File: config.mk
export PLATFORM = sky130hd
export DESIGN_NAME = ws2812b_pulse_encoder
export DESIGN_NICKNAME = d
export VERILOG_FILES = /design/src/rtl/ws2812b_pulse_encoder.sv
export SDC_FILE = /design/constraint.sdc
export NUM_CORES = 1
export LEC_CHECK = 0
export BUFFER_PORTS_ARGS = -buffer_cell sky130_fd_sc_hd__buf_2
export CAP_MARGIN = 15
export CORE_MARGIN = 2
export CORE_UTILIZATION = 52
export DETAILED_ROUTE_END_ITERATION = 12
export PLACE_DENSITY = 0.75
export SLEW_MARGIN = 15
export SYNTH_ARGS = -nofsm -noshare
export SYNTH_HDL_FRONTEND = slang
export SYNTH_SLANG_ARGS = --single-unit
File: constraint.sdc
create_clock -name clk -period 3.3 [get_ports clk]
set_clock_uncertainty 0.1 [all_clocks]
set_input_delay 0.33 -clock clk [delete_from_list [all_inputs] [get_ports clk]]
set_output_delay 0.33 -clock clk [all_outputs]
set_load 0.02 [all_outputs]
File: src/rtl/ws2812b_pulse_encoder.sv
// ---------------------------------------------------------------------------
// ws2812b_pulse_encoder
//
// Purpose:
//   WS2812B transmitter. Serialises 24-bit GRB pixels MSB first
//   (G7..G0, R7..R0, B7..B0) onto one NRZ data line. A one-pixel holding
//   buffer lets the next pixel follow the current one with no gap. After the
//   pixel flagged as last, or when the buffer runs dry mid-frame, the line is
//   held at its idle level for the latch period so the strip displays the frame.
//
// Ports:
//   clk         in   1   system clock
//   reset       in   1   synchronous, active-high reset
//   pix_grb     in   24  pixel {G,R,B}; bit 23 goes out first
//   pix_last    in   1   pixel closes the frame; the latch period follows it
//   pix_valid   in   1   pixel offered
//   pix_ready   out  1   holding buffer empty; accept = pix_valid & pix_ready
//   dout        out  1   WS2812B data line (registered)
//   busy        out  1   transmitting, latching, or a pixel is buffered
//   underrun    out  1   1-cycle pulse: non-last pixel ended with empty buffer
//   frame_done  out  1   1-cycle pulse during the final latch cycle
//
// Configuration macro:
//   WS2812B_TX_INVERT_EN  when defined, dout is inverted at its output
//                         register to drive an inverting level shifter; the
//                         line then resets and latches at 1.
// ---------------------------------------------------------------------------
module ws2812b_pulse_encoder #(
    parameter int CLK_HZ       = 64000000,
    parameter int T0H_CYCLES   = 26,
    parameter int T1H_CYCLES   = 51,
    parameter int BIT_CYCLES   = 80,
    parameter int LATCH_CYCLES = 3840
) (
    input  logic        clk,
    input  logic        reset,
    input  logic [23:0] pix_grb,
    input  logic        pix_last,
    input  logic        pix_valid,
    output logic        pix_ready,
    output logic        dout,
    output logic        busy,
    output logic        underrun,
    output logic        frame_done
);

    localparam int CYC_W = $clog2(BIT_CYCLES) + 1;
    localparam int LAT_W = $clog2(LATCH_CYCLES) + 1;

    localparam logic [CYC_W-1:0] T0H_C      = CYC_W'(T0H_CYCLES);
    localparam logic [CYC_W-1:0] T1H_C      = CYC_W'(T1H_CYCLES);
    localparam logic [CYC_W-1:0] BIT_LAST_C = CYC_W'(BIT_CYCLES - 1);
    localparam logic [LAT_W-1:0] LAT_LAST_C = LAT_W'(LATCH_CYCLES - 1);

`ifdef WS2812B_TX_INVERT_EN
    localparam logic DOUT_INV = 1'b1;
`else
    localparam logic DOUT_INV = 1'b0;
`endif

    // Refuse to elaborate with timing values that cannot form a valid bit.
    if (!(CLK_HZ > 0 && T0H_CYCLES > 0 && T0H_CYCLES < T1H_CYCLES &&
          T1H_CYCLES < BIT_CYCLES && LATCH_CYCLES >= 1)) begin : g_bad_params
        $error("ws2812b_pulse_encoder: illegal timing parameters");
    end

    typedef enum logic [1:0] {
        ST_IDLE  = 2'd0,
        ST_SEND  = 2'd1,
        ST_LATCH = 2'd2
    } state_t;

    state_t             state_q,      state_d;
    logic [24:0]        hold_q,       hold_d;
    logic               hold_full_q,  hold_full_d;
    logic [23:0]        shift_q,      shift_d;
    logic               cur_last_q,   cur_last_d;
    logic [4:0]         bit_cnt_q,    bit_cnt_d;
    logic [CYC_W-1:0]   cyc_cnt_q,    cyc_cnt_d;
    logic [LAT_W-1:0]   lat_cnt_q,    lat_cnt_d;
    logic               underrun_q,   underrun_d;
    logic               frame_done_q, frame_done_d;
    logic               dout_q,       dout_d;
    logic [CYC_W-1:0]   high_lim;
    logic               accept;

    // Accept only into an empty buffer. A transfer out of the buffer only
    // happens while it is full, so accept and transfer never share an edge.
    assign accept = pix_valid & ~hold_full_q;

    // Next-state logic. The registered outputs are derived from the *next*
    // state so that dout, underrun and frame_done line up with the state the
    // FSM is in during the cycle they are visible.
    always_comb begin
        state_d      = state_q;
        hold_d       = hold_q;
        hold_full_d  = hold_full_q;
        shift_d      = shift_q;
        cur_last_d   = cur_last_q;
        bit_cnt_d    = bit_cnt_q;
        cyc_cnt_d    = cyc_cnt_q;
        lat_cnt_d    = lat_cnt_q;
        underrun_d   = 1'b0;
        frame_done_d = 1'b0;
        dout_d       = 1'b0;
        high_lim     = T0H_C;

        case (state_q)
            ST_IDLE: begin
                if (hold_full_q) begin
                    shift_d     = hold_q[23:0];
                    cur_last_d  = hold_q[24];
                    hold_full_d = 1'b0;
                    bit_cnt_d   = 5'd0;
                    cyc_cnt_d   = '0;
                    state_d     = ST_SEND;
                end
            end

            ST_SEND: begin
                if (cyc_cnt_q == BIT_LAST_C) begin
                    cyc_cnt_d = '0;
                    if (bit_cnt_q == 5'd23) begin
                        // Pixel boundary: close the frame, chain the buffered
                        // pixel without a gap, or fall into latch as underrun.
                        bit_cnt_d = 5'd0;
                        if (cur_last_q) begin
                            lat_cnt_d = '0;
                            state_d   = ST_LATCH;
                        end else if (hold_full_q) begin
                            shift_d     = hold_q[23:0];
                            cur_last_d  = hold_q[24];
                            hold_full_d = 1'b0;
                        end else begin
                            lat_cnt_d  = '0;
                            underrun_d = 1'b1;
                            state_d    = ST_LATCH;
                        end
                    end else begin
                        shift_d   = {shift_q[22:0], 1'b0};
                        bit_cnt_d = bit_cnt_q + 5'd1;
                    end
                end else begin
                    cyc_cnt_d = cyc_cnt_q + {{(CYC_W-1){1'b0}}, 1'b1};
                end
            end

            ST_LATCH: begin
                if (lat_cnt_q == LAT_LAST_C) begin
                    lat_cnt_d = '0;
                    state_d   = ST_IDLE;
                end else begin
                    lat_cnt_d = lat_cnt_q + {{(LAT_W-1){1'b0}}, 1'b1};
                end
            end

            default: begin
                state_d = ST_IDLE;
            end
        endcase

        if (accept) begin
            hold_d      = {pix_last, pix_grb};
            hold_full_d = 1'b1;
        end

        high_lim     = shift_d[23] ? T1H_C : T0H_C;
        dout_d       = (state_d == ST_SEND) && (cyc_cnt_d < high_lim);
        frame_done_d = (state_d == ST_LATCH) && (lat_cnt_d == LAT_LAST_C);
    end

    // State and output registers. Reset abandons any pixel in flight and
    // discards the buffered one; the line returns to its idle level.
    always_ff @(posedge clk) begin
        if (reset) begin
            state_q      <= ST_IDLE;
            hold_q       <= '0;
            hold_full_q  <= 1'b0;
            shift_q      <= '0;
            cur_last_q   <= 1'b0;
            bit_cnt_q    <= 5'd0;
            cyc_cnt_q    <= '0;
            lat_cnt_q    <= '0;
            underrun_q   <= 1'b0;
            frame_done_q <= 1'b0;
            dout_q       <= DOUT_INV;
        end else begin
            state_q      <= state_d;
            hold_q       <= hold_d;
            hold_full_q  <= hold_full_d;
            shift_q      <= shift_d;
            cur_last_q   <= cur_last_d;
            bit_cnt_q    <= bit_cnt_d;
            cyc_cnt_q    <= cyc_cnt_d;
            lat_cnt_q    <= lat_cnt_d;
            underrun_q   <= underrun_d;
            frame_done_q <= frame_done_d;
            dout_q       <= dout_d ^ DOUT_INV;
        end
    end

    assign pix_ready  = ~hold_full_q;
    assign busy       = (state_q != ST_IDLE) || hold_full_q;
    assign dout       = dout_q;
    assign underrun   = underrun_q;
    assign frame_done = frame_done_q;

endmodule
==> impl_metrics.yaml <==
grt:
  antenna_found_initial: 0
  grt_usage: 0.214
  grt_pass1_wl_um: 15100
  grt_overflow: 0
  grt_pass1_vias: 3237
  grt_max_degree: 62
yosys:
  synth_edf_count: 0
  async_flop_share: 0
  synth-main-ff-cell: "dfxtp_1"
  yosysSeqAreaShare: 0.397
  synth_cell_types: 64
  netlist_instances: 490
  synth_area_per_cell_um2: 8.44
  synth_nets: 527
  ys.warnings.count: 0
  synth_seq_cells: 82
  synth_area_mm2: 0.00414
sta:
  rsz0062_at_grt: "false"
  timing.setup.tns_ns: 0
  post-route-period-util: 0.904
  setup_violations: 0
  hold_viol: 0
  timing.fmax_mhz: 335
  min_period_ns: 2.98
  worst_slew_pin_slew_ns: 0.872
  slew_headroom: 0.417
  drv_slew: 0
hold_path:
  hold_end: "hold_q[9]"
  holdCritPathClass: "in -> reg"
  holdPathStages: 3
  hold_start: "pix_grb[9]"
clock_tree:
  numCtsBuffers: 9
  post_cts_buffers: 0
  ctsHtreeMaxLevel: 3
  cts_hold_buf: 0
  cts_tree: "yes"
  root_buffer: "clkbuf_8"
  clk_pin_slew_ns: 0.09
  cts_buffer_depth: 2
  post_cts_resize_count: 0
  clkSinkCount: 82
  clk_latency_ns: 0.34
detailed_routing:
  drc: 0
  firstDrtPassIters: 4
  avgViaCountPerCell: 5.80
  ant_nets: 0
  vias: 3559
  wl_per_cell_um: 14.5
  drt_iter0_markers: 127
  routed_wl_um: 8930
critical_path:
  cp.arrival_ns: 3.17
  cp-end-kind: "register"
  regToRegSetupSlack_ns: 0.32
  crit_start: "cyc_cnt_q[4]"
  criticalPathCategory: "reg -> reg"
  worst_r2r_endpoint: "dout"
  critical-path-max-stage-delay_ns: 0.61
  crit_path_cell_trace: "or4b_1 -> nor2_1 -> a21oi_1 -> a2111oi_4 -> ha_1 -> nor2b_1 -> a2111oi_0 -> and4_1"
  crit_path_start_kind: "register"
  cp_slowest_cell: "or4b_1"
  rr_worst_depth: 8
  cp.required_ns: 3.49
  path_delay_family: "simple AND/OR/NAND/NOR gates"
  worst-path-buf-inv: 0
  critical_path_peak_fanout: 7
  reg2reg_from: "cyc_cnt_q[4]"
finish:
  fin_nets: 544
  diodes: 0
  fillers: 714
  area_growth_pct: 10.7
  seq_area_mm2: 0.00164
  drive_gt1_frac: 0.174
  layoutNonFillerInstCount: 614
  fin_util: 0.593
  multi_input_area_mm2: 0.00233
power:
  p_per_area_mw_per_mm2: 491
  p_leak_nw: 1.72
  max-vdd-ir-drop_mv: 0.321
floorplanning:
  row_count: 32
  core_mm2: 0.00773
  dieArea_mm2: 0.00868
  die_width_um: 93.2
  pin_count: 33
  initial_core_util: 0.535
  die_h_um: 93.2
job:
  drv_cap: 0
run_status:
  status: "finished, final reports clean"
place:
  gp_congestion: 0.892
  dp_hpwl_um: 6010
  dp.cells: 598
  numPortBuffers: 32
-- layout by cell type, fill, tap and decap left out, drive strengths merged, types with 9 or more instances in the layout --
| master | Yosys | layout |
|---|---|---|
| a21oi | 43 | 43 |
| nand3 | 13 | 13 |
| ha | 9 | 9 |
| a211oi | 26 | 26 |
| nand2 | 71 | 71 |
| nor2b | 12 | 12 |
| inv | 8 | 11 |
| nor2 | 48 | 48 |
| clkbuf | 24 | 10 |
| buf | 9 | 39 |
| a22oi | 24 | 24 |
| o21ai | 12 | 12 |
| dfxtp | 82 | 82 |
| mux2 | 23 | 23 |
-- report_power, final --
part / switching, mW / internal (mW) / total [mW]
Clock: 0.381 / 0.458 / 0.839
Sequential: 0.0437 / 1.05 / 1.10
Combinational: 0.182 / 0.131 / 0.313
-- per-layer routing --
layer / vias to the layer above / wire length [um] / part of all wire / global-route usage
li1: 1826 / - / - / -
met1: 1650 / 4310 / 0.48 / 0.294
met2: 77 / 4180 / 0.47 / 0.344
met3: 6 / 351 / 0.039 / 0.0483
met4: 0 / 80 / 0.0090 / 0.0527
met5: - / 0 / 0 / 0
-- synth_stat cells (4+ instances only) --
master	instances	area, um^2
nor3_1	5	25.0
nor4_1	6	37.5
o211ai_1	5	37.5
o21ai_1	4	20.0
buf_2	8	40.0
nand2b_1	6	37.5
nor2_1	48	180
and3_1	4	25.0
a22oi_1	24	180
clkbuf_1	24	90.1
dfxtp_1	82	1640
mux2_2	23	259
nand2_1	70	263
inv_1	7	26.3
nand3_1	13	65.1
ha_1	9	113
nand4_1	7	43.8
a21oi_1	43	215
a211oi_1	26	195
o21ai_0	7	35.0
nor2b_1	12	75.1
-- layout make-up --
class / count / area share
Multi-Input combinational cell: 367 / 0.510
Timing Repair Buffer: 39 / 0.0464
Clock inverter: 6 / 0.0210
Sequential cell: 82 / 0.358
Inverter: 8 / 0.00656
Clock buffer: 10 / 0.0301
Tap cell: 102 / 0.0279
-- worst reg2reg max path: stages (launching register included) --
cell	delay (ns)
dfxtp_1	0.38
or4b_1	0.61
nor2_1	0.22
a21oi_1	0.14
a2111oi_4	0.42
ha_1	0.30
nor2b_1	0.14
a2111oi_0	0.39
and4_1	0.23
-- flip-flops by register name, summed over array words and instances, names as in the netlist --
name,flops
underrun,1
frame_done,1
shift_q,24
hold_full_q,1
dout,1
cur_last_q,1
hold_q,25
lat_cnt_q,13
cyc_cnt_q,8
bit_cnt_q,5
state_q,2
-- metrics by stage --
step           worst slack, ns  cell area, um^2  hold slack, ns  total power [mW]
5_1_grt                 0.0199             4580          0.0918              2.36
3_3_place_gp             0.460             4350           0.342              1.42
3_5_place_dp             0.365             4350           0.346              1.43
4_1_cts                  0.328             4580          0.0927              2.27
6_report                 0.318             4580           0.107              2.25
2_1_floorplan            0.624             4140           0.333              1.35
-- kinds of logic (layout without fill, tap and decap cells) --
family / count (synthesis) / in the layout / synth area share
xor gates and xnor gates: 3 / 3 / 0.00635
DFF: 82 / 82 / 0.397
AOI/OAI and AO/OA: 139 / 139 / 0.236
buffers and inverters: 41 / 63 / 0.0396
and+or+nand+nor: 193 / 193 / 0.231
adders and majority gates: 9 / 9 / 0.0272
muxes: 23 / 23 / 0.0626
-- worst max-delay path by stage --
stage	end	slack, ns	depth (start not counted)
6_report	dout	0.32	8
4_1_cts	dout	0.33	8
3_3_place_gp	dout	0.46	8
2_1_floorplan	dout	0.62	8
5_1_grt	dout	0.02	8
3_5_place_dp	dout	0.36	8
No activity file was read; power rests on OpenSTA's default activity.
